$ cat src/rtl/muldiv_unit.sv
// RV32M multiply/divide unit: restoring radix-2 divider and shift-add multiplier.
// Define MULDIV_FAST_MUL_EN to compute multiplies combinationally (single-cycle).
module muldiv_unit #(
    parameter int unsigned XLEN = 32
) (
    input  logic            CLK,
    input  logic            RESET_N,
    input  logic            START,
    input  logic [2:0]      MD_OP,
    input  logic [XLEN-1:0] OPERAND1,
    input  logic [XLEN-1:0] OPERAND2,
    input  logic            FLUSH,
    output logic            BUSY,
    output logic            DONE,
    output logic [XLEN-1:0] RESULT
);
    localparam int unsigned      CNT_W     = $clog2(XLEN);
    localparam int unsigned      PW        = 2 * XLEN;
    localparam logic [CNT_W-1:0] CNT_LAST  = CNT_W'(XLEN - 1);
    localparam logic [XLEN-1:0]  W_MIN_NEG = {1'b1, {(XLEN-1){1'b0}}};
    localparam logic [XLEN-1:0]  W_ONES    = '1;

    typedef enum logic [1:0] {IDLE, CALC, FINISH} state_t;

    state_t           r_state, w_state_nx;
    logic [2:0]       r_op;
    logic [XLEN-1:0]  r_b, r_hi, r_lo, r_result;
    logic             r_neg_res, r_neg_rem, r_busy, r_done;
    logic [CNT_W-1:0] r_cnt;

    logic             w_s1, w_s2, w_neg1, w_neg2, w_div_zero, w_div_ovf, w_early;
    logic [XLEN-1:0]  w_mag1, w_mag2, w_early_res;
    logic [XLEN:0]    w_rem_sh, w_diff, w_sum;
    logic [XLEN-1:0]  w_hi_step, w_lo_step, w_q, w_r, w_fin_res, w_res_nx;
    logic [PW-1:0]    w_prod, w_prod_s;
    logic             w_load_op, w_step, w_load_res;

    // Operand signedness per op: MUL/MULH/DIV/REM s*s, MULHSU s*u, rest u*u
    always_comb begin
        w_s1 = 1'b0;
        w_s2 = 1'b0;
        case (MD_OP)
            3'b000, 3'b001, 3'b100, 3'b110: begin
                w_s1 = 1'b1;
                w_s2 = 1'b1;
            end
            3'b010:  w_s1 = 1'b1;
            default: w_s1 = 1'b0;
        endcase
    end

    assign w_neg1     = w_s1 & OPERAND1[XLEN-1];
    assign w_neg2     = w_s2 & OPERAND2[XLEN-1];
    assign w_mag1     = w_neg1 ? (~OPERAND1 + XLEN'(1)) : OPERAND1;
    assign w_mag2     = w_neg2 ? (~OPERAND2 + XLEN'(1)) : OPERAND2;
    assign w_div_zero = MD_OP[2] & (OPERAND2 == '0);
    assign w_div_ovf  = MD_OP[2] & ~MD_OP[0] & (OPERAND1 == W_MIN_NEG) & (OPERAND2 == W_ONES);

`ifdef MULDIV_FAST_MUL_EN
    logic signed [PW-1:0] w_fx1, w_fx2, w_fprod;
    assign w_fx1   = PW'($signed({w_s1 & OPERAND1[XLEN-1], OPERAND1}));
    assign w_fx2   = PW'($signed({w_s2 & OPERAND2[XLEN-1], OPERAND2}));
    assign w_fprod = w_fx1 * w_fx2;
    assign w_early = w_div_zero | w_div_ovf | ~MD_OP[2];
`else
    assign w_early = w_div_zero | w_div_ovf;
`endif

    // Results that bypass CALC entirely
    always_comb begin
        w_early_res = MD_OP[1] ? '0 : W_MIN_NEG;
        if (w_div_zero)
            w_early_res = MD_OP[1] ? OPERAND1 : W_ONES;
`ifdef MULDIV_FAST_MUL_EN
        if (!MD_OP[2])
            w_early_res = (MD_OP[1:0] == 2'b00) ? w_fprod[XLEN-1:0] : w_fprod[PW-1:XLEN];
`endif
    end

    // One iteration of divide (hi=remainder, lo=quotient) or multiply (hi:lo=product)
    always_comb begin
        w_rem_sh = {r_hi, r_lo[XLEN-1]};
        w_diff   = w_rem_sh - {1'b0, r_b};
        w_sum    = {1'b0, r_hi} + (r_lo[0] ? {1'b0, r_b} : '0);
        if (r_op[2]) begin
            w_hi_step = w_diff[XLEN] ? w_rem_sh[XLEN-1:0] : w_diff[XLEN-1:0];
            w_lo_step = {r_lo[XLEN-2:0], ~w_diff[XLEN]};
        end else begin
            w_hi_step = w_sum[XLEN:1];
            w_lo_step = {w_sum[0], r_lo[XLEN-1:1]};
        end
        w_prod   = {w_hi_step, w_lo_step};
        w_prod_s = r_neg_res ? (~w_prod + PW'(1)) : w_prod;
        w_q      = r_neg_res ? (~w_lo_step + XLEN'(1)) : w_lo_step;
        w_r      = r_neg_rem ? (~w_hi_step + XLEN'(1)) : w_hi_step;
        if (r_op[2])
            w_fin_res = r_op[1] ? w_r : w_q;
        else
            w_fin_res = (r_op[1:0] == 2'b00) ? w_prod_s[XLEN-1:0] : w_prod_s[PW-1:XLEN];
    end

    // Next-state and datapath control
    always_comb begin
        w_state_nx = r_state;
        w_load_op  = 1'b0;
        w_step     = 1'b0;
        w_load_res = 1'b0;
        w_res_nx   = w_fin_res;
        case (r_state)
            IDLE: begin
                if (START && !FLUSH) begin
                    w_load_op = 1'b1;
                    if (w_early) begin
                        w_state_nx = FINISH;
                        w_load_res = 1'b1;
                        w_res_nx   = w_early_res;
                    end else begin
                        w_state_nx = CALC;
                    end
                end
            end
            CALC: begin
                if (FLUSH) begin
                    w_state_nx = IDLE;
                end else begin
                    w_step = 1'b1;
                    if (r_cnt == CNT_LAST) begin
                        w_state_nx = FINISH;
                        w_load_res = 1'b1;
                    end
                end
            end
            FINISH:  w_state_nx = IDLE;
            default: w_state_nx = IDLE;
        endcase
    end

    always_ff @(posedge CLK or negedge RESET_N) begin
        if (!RESET_N) begin
            r_state   <= IDLE;
            r_op      <= '0;
            r_b       <= '0;
            r_hi      <= '0;
            r_lo      <= '0;
            r_neg_res <= 1'b0;
            r_neg_rem <= 1'b0;
            r_cnt     <= '0;
            r_result  <= '0;
            r_busy    <= 1'b0;
            r_done    <= 1'b0;
        end else begin
            r_state <= w_state_nx;
            r_busy  <= (w_state_nx != IDLE);
            r_done  <= (w_state_nx == FINISH);
            if (w_load_op) begin
                r_op      <= MD_OP;
                r_b       <= w_mag2;
                r_hi      <= '0;
                r_lo      <= w_mag1;
                r_neg_res <= w_neg1 ^ w_neg2;
                r_neg_rem <= w_neg1;
                r_cnt     <= '0;
            end else if (w_step) begin
                r_hi  <= w_hi_step;
                r_lo  <= w_lo_step;
                r_cnt <= r_cnt + CNT_W'(1);
            end
            if (w_load_res)
                r_result <= w_res_nx;
        end
    end

    assign BUSY   = r_busy;
    assign DONE   = r_done;
    assign RESULT = r_result;

endmodule
$ cat config.mk
export PLATFORM = sky130hd
export DESIGN_NAME = muldiv_unit
export DESIGN_NICKNAME = d
export VERILOG_FILES = /design/src/rtl/muldiv_unit.sv
export SDC_FILE = /design/constraint.sdc
export NUM_CORES = 1
export LEC_CHECK = 0
export CAP_MARGIN = 20
export CORE_ASPECT_RATIO = 1.5
export CORE_MARGIN = 2
export CORE_UTILIZATION = 41
export DETAILED_ROUTE_END_ITERATION = 10
export GPL_TIMING_DRIVEN = 0
export PLACE_DENSITY_LB_ADDON = 0.3
export REMOVE_ABC_BUFFERS = 1
export SLEW_MARGIN = 20
export SYNTH_ARGS = -nofsm -noshare
export SYNTH_HDL_FRONTEND = slang
export SYNTH_SLANG_ARGS = --single-unit
$ cat constraint.sdc
create_clock -name CLK -period 4.9 [get_ports CLK]
set_input_delay 0.735 -clock CLK [delete_from_list [all_inputs] [get_ports CLK]]
set_output_delay 0.735 -clock CLK [all_outputs]
set_load 0.1 [all_outputs]
**After elaboration in Yosys (flattened, before gate mapping)**

Index checks and enable logic that the tools add are counted.

- Add/sub/neg operators: 8
- Eq/ne operators: 9
- Multiplexer cells: 40
- Bitwise logic cells: 15
- Reductions and logical operators: 10

Operators with widths:

| kind | count |
|---|---|
| 32-bit 2-to-1 mux | 21 |
| 32-bit by 1-bit adder with 32-bit output, second input constant | 4 |
| 32-bit NOT | 4 |
| 64-bit by 1-bit adder with 64-bit output, second input constant | 1 |
| 32-bit equality test, second input constant | 2 |
| 64-bit 2-to-1 mux | 1 |
| 64-bit NOT | 1 |
| 32-bit by 32-bit adder with 33-bit output | 1 |
| 33-bit by 32-bit subtractor with 33-bit output | 1 |
| 32-bit zero test | 1 |
| 1-bit 2-to-1 mux | 10 |
| 5-bit 2-to-1 mux | 2 |
| 2-bit 2-to-1 mux | 4 |
| 1-bit bitwise AND | 6 |
| 3-bit equality test, second input constant | 2 |
| 5-bit by 1-bit adder with 5-bit output, second input constant | 1 |
| 5-bit equality test, second input constant | 1 |
| 5-bit OR reduction | 1 |
| 2-bit zero test | 2 |
| 2-bit one-hot mux with 2 select lines | 1 |
| 2-bit nonzero test | 2 |
| 4-bit OR reduction | 1 |
| 3-bit by 1-bit equality test with 1-bit output, second input constant | 1 |
| 3-bit by 2-bit equality test with 1-bit output, second input constant | 1 |
| 9 further kinds | 10 |

- Register bits: 142
- Input port bits: 71
- Output and inout bits: 34
- Logic and storage cells: 93

**Logic depth before layout (Yosys ltp)**

Gate-level depths: netlist of run 1.

- Depth in word-level cells: 11
- Depth in mapped cells: 24

**Worst setup path after synthesis of run 1**

Ideal clock, no wire load.

- Kind: register to register
- From: register r_lo[31]
- To: register r_result[30], in the netlist RESULT[30]
- Library setup time: 0.101 ns
- Arrival time: 5.267 ns
- Path slack: -0.468 ns
- Stages on the path, launching flop included: 24
- Path through: dfrtp_1 -> inv_1 -> ha_1 -> fa_1 -> nand2b_1 -> a211oi_4 -> o21ai_1 -> a21oi_1 -> a211o_1 -> buf_4 -> nor2_1 -> a21oi_1 -> ha_1 -> o21ai_0 -> nor4_1 -> and3_1 -> clkbuf_1 -> nand4b_1 -> or4b_1 -> nor4_1 -> nand3_1 -> o31ai_1 -> mux2_2 -> o311ai_2

- Cells in the longest elaborated chain, start to end: 11
- Elaborated cells on any way between the ends: 20

RTL lines:

| element | line | source |
|---|---|---|
| start: declaration | 27 | `logic [XLEN-1:0] r_b, r_hi, r_lo, r_result;` |
| start signal: assignment | 159 | `r_lo <= w_mag1;` |
| start signal: assignment | 165 | `r_lo <= w_lo_step;` |
| 33-bit by 32-bit subtractor with 33-bit output | 83 | `w_diff = w_rem_sh - {1'b0, r_b};` |
| 32-bit 2-to-1 mux / 1-bit NOT (equally long branches) | 86, 87 |  |
| 32-bit 2-to-1 mux | 85 | `if (r_op[2]) begin` |
| 64-bit NOT, or another cell as far along | 93 | `w_prod_s = r_neg_res ? (~w_prod + PW'(1)) : w_prod;` |
| 64-bit by 1-bit adder with 64-bit output, or another cell as far along | 93 |  |
| 64-bit 2-to-1 mux, or another cell as far along | 93 |  |
| 32-bit 2-to-1 mux (on tied branches) | 99, 97 |  |
| 32-bit 2-to-1 mux (*) | 96 | `if (r_op[2])` |
| 32-bit 2-to-1 mux | 113 | `if (w_early) begin` |
| 32-bit 2-to-1 mux | 111 | `if (START && !FLUSH) begin` |
| 32-bit 2-to-1 mux (*) | 109 | `case (r_state)` |
| end signal: assignment | 169 | `r_result <= w_res_nx;` |
| end: declaration | 27 |  |

Mark *: on every way between the ends. The rest lies on a longest branch, timed or not.
A chain may end at the register's enable or synchronous reset.

**Worst setup path in the final report of run 1**

Ends and elaborated chain as after synthesis.

==> flow_summary.yaml, run 1 <==
status:
  status: "complete, but fails checks"
  violations_in_the_final_reports: "negative setup slack"
place:
  numPlacedInstances: 2642
  preCtsSetupSlack_ps: -3450
  dp_hpwl_mm: 50.1
  finalWeightedCongestion: 1.00
  port_buffers: 104
floorplanning:
  fp.coreArea_sq_um: 38500
  die_height_um: 247
  placementRows: 88
  io_pins: 105
  fp.dieArea_sq_um: 40900
  initial_cell_density_of_the_core: 0.417
  die_width_um: 166
power:
  power_leakage_nw: 7.84
  power_density_of_the_placed_cells_nw_per_um2: 638
  ir_drop_v: 0.000341
layout:
  multi_input_comb_area_sq_um: 12500
  drive_above_1_share: 0.139
  final_stage_net_count: 2382
  antenna_cells_inserted: 0
  syn2layout_area_growth_pct: 21.4
  fill_cells: 3826
  register_area_sq_um: 3570
  layoutNonFillerInstCount: 2746
setup_path:
  timing.critical_path.from_type: "flip-flop"
  worst-path-max-fanout: 3
  cp.required_ps: 5230
  worst_setup_path_end_kind: "flip-flop"
  worstSetupPathType: "flip-flop to flip-flop"
  worst_ep_arrival_time_ps: 5760
sta:
  finalMaxSlewViolations: 0
  period_needed_ps: 5430
  fmax_mhz: 184
  final_min_period_over_clock_period: 1.11
  maxSlewHeadroom: 0.254
  rsz0062_at_grt: "true"
  finalWorstSetupSlack_ps: -526
  setup_viol: 18
  finalClockSkew_ps: 9.68
  tightestPinTransition_ps: 1120
  timing.final.hold_violations: 0
clock_network:
  cts_max_level: 4
  cts_hold_buffers: 0
  cts_bufs_inserted: 17
  root_buffer: "sky130_fd_sc_hd__clkbuf_16"
  clk_transition_reported_paths_ps: 60
  worst_skew_pair.late_latency_ps: 450
  cts_buffer_depth: 2
  cts_tree: "built"
  clock_sinks: 142
grt:
  grt_remaining_overflow: 0
  first_pass_grt_wire_length_mm: 100
  grt_antenna_before_repair: 0
  grt_start_max_net_pins: 82
  first_global_vias: 17400
  gr-usage-all-layers: 0.315
synth:
  synth_top_flop_cell: "sky130_fd_sc_hd__dfrtp_1"
  post-synth-top-area-fraction: 0.221
  synthCells: 2155
  postSynthRegisterBits: 142
  synthesis.yosys.warnings: 0
  yosys_cell_types: 100
  main_area_contributors_after_synthesis: "sky130_fd_sc_hd__dfrtp_1, sky130_fd_sc_hd__o21ai_0, sky130_fd_sc_hd__nand2_1"
  syn_area_sq_um: 16100
  synth_seq_area_share: 0.221
  number_of_flops_mapped_to_enable_cells_by_yosys: 0
  synth_area_per_cell_sq_um: 7.46
  synth-async-reset-ratio: 1.00
  yosysTopAreaCell: "sky130_fd_sc_hd__dfrtp_1"
routing:
  final_antenna_net_count: 0
  drtIter0Drc: 1503
  postRouteWirelength_mm: 65.9
  route.detailed.drc: 0
  firstDrtPassIters: 6
  route.detailed.vias_per_inst: 6.45
  vias: 17700
  wire_per_inst_um: 24.0
min_path:
  hold_class: "primary input to asynchronous set/reset pin"
run:
  cap_viol_max_count: 0
==> registers in the layout, indices dropped and copies added (netlist names) <==
name       count
r_lo          32
r_neg_res      1
r_op           3
DONE           1
r_b           32
BUSY           1
r_neg_rem      1
r_cnt          5
r_hi          32
r_state        2
RESULT        32
==> layer usage <==
metal	global-route usage	vias up	routed length, um
li1	-	8181	-
met1	0.344	8544	24600
met2	0.533	752	30900
met3	0.0339	247	3330
met4	0.296	0	7030
met5	0	-	0
==> cell type report <==
class | instances | share of cell area
multi-input cells | 1809 | 0.640
flip-flops and latches | 142 | 0.183
repair buffers | 198 | 0.101
well taps | 495 | 0.0317
clock buffers | 20 | 0.0229
inverters | 69 | 0.0136
clock inverters | 12 | 0.00711
repair inverters | 1 | 0.000384
==> timing repair <==
action / CTS / global route
gates resized for setup: 119 / 50
pin swaps: 37 / 28
setup buffers: 48 / 24
endpoints found under the setup margin: 34 / 29
gates cloned: 2 / 0
==> through the flow <==
step / TNS [ps] / power [mW] / hold WS, ps / area (sq um) / util
after CTS: -2330 / 11.7 / 237 / 19100 / 0.496
after global routing: -6390 / 13.2 / 259 / 19500 / 0.507
after detailed placement: -59470 / 9.51 / 470 / 17600 / 0.457
after global placement: -1016160 / 9.35 / 465 / 17200 / 0.446
final: -4800 / 12.5 / 224 / 19500 / 0.507
after floorplan: -75400 / 7.27 / 439 / 15500 / -
==> synth_stat cells, types with 7 or more instances <==
master	n
sky130_fd_sc_hd__o21ai_0	183
sky130_fd_sc_hd__a22oi_1	12
sky130_fd_sc_hd__xor2_1	72
sky130_fd_sc_hd__nor3b_1	7
sky130_fd_sc_hd__o211ai_1	27
sky130_fd_sc_hd__nand4_1	35
sky130_fd_sc_hd__o41ai_1	12
sky130_fd_sc_hd__mux2i_1	49
sky130_fd_sc_hd__a2111o_1	7
sky130_fd_sc_hd__nand2_1	243
sky130_fd_sc_hd__and3_1	24
sky130_fd_sc_hd__o22ai_1	9
sky130_fd_sc_hd__a41oi_1	8
sky130_fd_sc_hd__o221ai_1	34
sky130_fd_sc_hd__mux2_2	22
sky130_fd_sc_hd__nor2b_1	14
sky130_fd_sc_hd__o31ai_1	27
sky130_fd_sc_hd__or3_1	27
sky130_fd_sc_hd__xnor2_1	101
sky130_fd_sc_hd__or2_2	13
sky130_fd_sc_hd__a22o_1	21
sky130_fd_sc_hd__dfrtp_1	142
sky130_fd_sc_hd__nor2_1	204
sky130_fd_sc_hd__nand3_1	57
sky130_fd_sc_hd__buf_2	25
sky130_fd_sc_hd__or4_1	12
sky130_fd_sc_hd__a311oi_1	7
sky130_fd_sc_hd__nor3_1	69
sky130_fd_sc_hd__a21boi_0	7
sky130_fd_sc_hd__nand2b_1	17
sky130_fd_sc_hd__a21oi_1	145
sky130_fd_sc_hd__and2_1	19
sky130_fd_sc_hd__a211oi_1	24
sky130_fd_sc_hd__a21o_1	25
sky130_fd_sc_hd__a31oi_1	33
sky130_fd_sc_hd__o21a_1	11
sky130_fd_sc_hd__ha_1	71
sky130_fd_sc_hd__inv_1	66
sky130_fd_sc_hd__nor4_1	15
sky130_fd_sc_hd__and4_1	11
sky130_fd_sc_hd__clkbuf_1	102
==> power breakdown <==
part	switching, mW	internal, mW
clock	0.591	0.767
combinational	5.63	3.55
sequential	0.465	1.44
==> placed cells by master (no fill, tap or decap), types with 18 or more instances in the layout <==
cell,n
sky130_fd_sc_hd__o211ai_1,27
sky130_fd_sc_hd__nor3_1,64
sky130_fd_sc_hd__and3_1,23
sky130_fd_sc_hd__mux2i_1,43
sky130_fd_sc_hd__xor2_1,72
sky130_fd_sc_hd__dfrtp_1,134
sky130_fd_sc_hd__ha_1,58
sky130_fd_sc_hd__nor2_1,193
sky130_fd_sc_hd__or3_1,23
sky130_fd_sc_hd__o31ai_1,18
sky130_fd_sc_hd__a21oi_1,139
sky130_fd_sc_hd__buf_4,63
sky130_fd_sc_hd__mux2_2,21
sky130_fd_sc_hd__clkdlybuf4s50_1,103
sky130_fd_sc_hd__o21ai_0,174
sky130_fd_sc_hd__a31oi_1,30
sky130_fd_sc_hd__o221ai_1,31
sky130_fd_sc_hd__nand2_1,241
sky130_fd_sc_hd__a22o_1,21
sky130_fd_sc_hd__a21o_1,25
sky130_fd_sc_hd__nand4_1,35
sky130_fd_sc_hd__a211oi_1,20
sky130_fd_sc_hd__nand3_1,55
sky130_fd_sc_hd__xnor2_1,100
sky130_fd_sc_hd__inv_1,62
==> final timing paths <==
check	start	end	slack [ps]	depth (start not counted)
max	r_lo[31]$_DFFE_PN0P_	RESULT[30]$_DFFE_PN0P_	-530	23
min	RESET_N	r_cnt[0]$_DFFE_PN0P_	220	1
max reg2reg	r_lo[31]$_DFFE_PN0P_	RESULT[30]$_DFFE_PN0P_	-530	23
min reg2reg	r_b[26]$_DFFE_PN0P_	r_b[26]$_DFFE_PN0P_	480	2
max in group asynchronous	RESET_N	r_op[2]$_DFFE_PN0P_	3790	2
min in group CLK	r_b[26]$_DFFE_PN0P_	r_b[26]$_DFFE_PN0P_	480	2
==> logic make-up after synthesis <==
group           synth area share
buf+inv                   0.0505
simple gates               0.240
xor+xnor                  0.0942
compound gates             0.290
fa+ha+maj                 0.0577
mux                       0.0475
flops                      0.221
==> worst max-delay path, stage by stage (launching register included) <==
cell and delay, ps:
sky130_fd_sc_hd__dfrtp_2 520, sky130_fd_sc_hd__inv_2 90, sky130_fd_sc_hd__ha_4 170, sky130_fd_sc_hd__fa_2 360, sky130_fd_sc_hd__nand2b_4 170, sky130_fd_sc_hd__a211oi_4 250
sky130_fd_sc_hd__buf_6 160, sky130_fd_sc_hd__o21ai_4 70, sky130_fd_sc_hd__a21oi_4 230, sky130_fd_sc_hd__a211o_4 180, sky130_fd_sc_hd__nor2_4 40, sky130_fd_sc_hd__a21oi_2 140
sky130_fd_sc_hd__ha_2 220, sky130_fd_sc_hd__o21ai_4 70, sky130_fd_sc_hd__nor4_4 210, sky130_fd_sc_hd__and3_4 260, sky130_fd_sc_hd__nand4b_1 280, sky130_fd_sc_hd__or4b_4 620
sky130_fd_sc_hd__buf_12 150, sky130_fd_sc_hd__nor4_4 170, sky130_fd_sc_hd__nand3_2 190, sky130_fd_sc_hd__o31ai_4 280, sky130_fd_sc_hd__mux2_4 340, sky130_fd_sc_hd__o311ai_4 100
No activity file was read; power rests on OpenSTA's default activity.
==> inputs of run 2 (changes only) <==
Settings changed: DONT_BUFFER_PORTS set to 1.
==> run 2 against run 1 <==
  * The flow still finishes with violations (negative setup slack)
  * Register-to-register slack worse by 40 ps
  * Non-clock buffer count is 97 lower
  * Die area stayed put
  * First-iteration DRC count is 7.1% lower
  * Global-route usage is 0.088 points higher
  * Critical path type unchanged
  * Critical endpoint unchanged
==> flow_summary.yaml, run 2 (synthesis results as in run 1) <==
layout:
  final_common_cell: "sky130_fd_sc_hd__nand2_1"
  final_stage_net_count: 2285
  final_design_area_no_fill_sq_um: 18700
  drive_above_1_share: 0.155
  antenna_cells_inserted: 0
  mostFrequentLayoutCells: "sky130_fd_sc_hd__nand2_1, sky130_fd_sc_hd__nor2_1, sky130_fd_sc_hd__o21ai_0"
  syn2layout_area_growth_pct: 16.5
  layoutNonFillerInstCount: 2647
sta:
  finalWorstSetupSlack_ps: -565
  totalNegativeSetupSlack_ps: -5050
  hold-worst-slack_ps: 273
  final_min_period_over_clock_period: 1.12
  tightestPinTransition_ps: 1160
  fmax_mhz: 183
  timing.final.hold_violations: 0
  finalMaxSlewViolations: 0
  rsz0062_at_grt: "true"
  maxSlewHeadroom: 0.226
  finalClockSkew_ps: 11.7
  setup_viol: 21
  period_needed_ps: 5470
setup_path:
  worst-path-max-fanout: 3
  reg2reg_from: "r_lo[31]$_DFFE_PN0P_"
  setup.reg_to_reg.worst_slack_ps: -570
  worst_ep_arrival_time_ps: 5800
  cp.required_ps: 5240
  crit_path_cell_trace: "inv_2, ha_4, fa_2, nand2b_4, a211oi_4, buf_6, o21ai_4, a21oi_4, a211o_4, nor2_4, a21oi_2, ha_2, o21ai_4, nor4_4, and3_4, nand4b_1, or4b_4, nor4_4, nand3_2, o31ai_4, mux2_4, o311ai_4"
  worstSetupPathType: "flip-flop to flip-flop"
  critical_path.max_stage_delay_ps: 660
  critical_path_slowest_stage_cell: "sky130_fd_sc_hd__or4b_4"
  regToRegEndpoint: "RESULT[30]$_DFFE_PN0P_"
  worst_setup_path_end_kind: "flip-flop"
  timing.critical_path.from_type: "flip-flop"
  r2r_cells: 22
clock_network:
  worst_skew_pair.late_latency_ps: 460
  cts_bufs_inserted: 17
  clock_sinks: 142
  cts_max_level: 4
  cts_buffer_depth: 2
  clk_transition_reported_paths_ps: 60
  cts_tree: "built"
  root_buffer: "sky130_fd_sc_hd__clkbuf_16"
routing:
  drtIter0Drc: 1397
  firstDrtPassIters: 7
  vias: 17300
  postRouteWirelength_mm: 66.5
  route.detailed.drc: 0
  route.detailed.vias_per_inst: 6.53
  wire_per_inst_um: 25.1
  final_antenna_net_count: 0
floorplanning:
  io_pins: 105
  die_height_um: 247
  initial_cell_density_of_the_core: 0.417
  die_width_um: 166
  placementRows: 88
  fp.dieArea_sq_um: 40900
  fp.coreArea_sq_um: 38500
power:
  power_density_of_the_placed_cells_nw_per_um2: 685
  totalPowerFinal_mw: 12.8
  ir_drop_v: 0.000351
  power_leakage_nw: 7.55
grt:
  first_global_vias: 16800
  gr-usage-all-layers: 0.316
  grt_antenna_before_repair: 0
  first_pass_grt_wire_length_mm: 100
  grt_remaining_overflow: 0
  grt_start_max_net_pins: 143
place:
  dp_hpwl_mm: 50.2
  port_buffers: 0
  numPlacedInstances: 2536
  placed_area_sq_um: 16500
  finalWeightedCongestion: 0.974
status:
  status: "complete, but fails checks"
  violations_in_the_final_reports: "negative setup slack"
run:
  cap_viol_max_count: 0
min_path:
  hold_class: "primary input to asynchronous set/reset pin"
[run 2: cell types whose count changed in the layout (fill, tap and decap cells not counted), sizes merged]
cell	before	now
clkinvlp	6	4
clkinv	7	8
buf	95	101
clkdlybuf4s50	103	0
inv	67	66
clkbuf	20	19
bufinv	2	3
[run 2: worst max-delay path by stage]
stage | from | to | slack, ps | cells past startpoint
2_1_floorplan | r_op[2]$_DFFE_PN0P_ | RESULT[30]$_DFFE_PN0P_ | -2760 | 13
3_3_place_gp | r_op[2]$_DFFE_PN0P_ | RESULT[30]$_DFFE_PN0P_ | -7170 | 13
3_5_place_dp | r_lo[31]$_DFFE_PN0P_ | RESULT[30]$_DFFE_PN0P_ | -3520 | 21
4_1_cts | r_lo[31]$_DFFE_PN0P_ | RESULT[30]$_DFFE_PN0P_ | -440 | 22
5_1_grt | r_b[17]$_DFFE_PN0P_ | RESULT[24]$_DFFE_PN0P_ | -650 | 21
6_report | r_lo[31]$_DFFE_PN0P_ | RESULT[30]$_DFFE_PN0P_ | -570 | 22
[run 2: power breakdown]
group	switching (mW)	internal [mW]	leakage (nW)
clock network	0.563	0.793	0.279
registers	0.478	1.44	1.84
logic	5.77	3.80	5.43
total	6.81	6.03	7.55
[run 2: metrics by stage]
| stage | util | setup WS (ps) |
|---|---|---|
| detailed placement | 0.429 | -3520 |
| floorplan | - | -2760 |
| CTS | 0.467 | -441 |
| global placement | 0.419 | -7170 |
| global route | 0.486 | -652 |
| finish | 0.486 | -565 |
[run 2: metal layers]
layer,GRT usage,wire [um],vias to the layer above,part of all wire
met3,0.0389,3360,244,0.050
li1,-,-,7963,-
met2,0.550,32100,732,0.48
met1,0.340,24400,8340,0.37
met5,0,0,-,0
met4,0.268,6720,0,0.10
[run 2: what timing repair did]
action | 4_1_cts | 5_1_grt
endpoints found under the hold margin | 142 | 0
pin swaps | 32 | 41
hold buffers | 1 | 0
endpoints found under the setup margin | 34 | 26
resized for setup | 111 | 92
cloned | 2 | 0
buffers inserted | 46 | 32
[run 2: worst max-delay path: cells and delay by family, from the launching register on]
kind / cells / cell delay, ps
and+or+nand+nor: 8 / 2160
AOI/OAI and AO/OA: 8 / 1330
adders and majority gates: 3 / 750
DFF: 1 / 520
muxes: 1 / 340
buffers and inverters: 2 / 260
[run 2: layout make-up]
type | instances | area, sq um
Timing Repair inverter | 1 | 7.51
Timing Repair Buffer | 101 | 1020
Sequential cell | 142 | 3560
Clock buffer | 19 | 433
Clock inverter | 11 | 146
Inverter | 69 | 263
Tap cell | 495 | 619
Multi-Input combinational cell | 1809 | 12700
Fill cell | 3818 | 19800
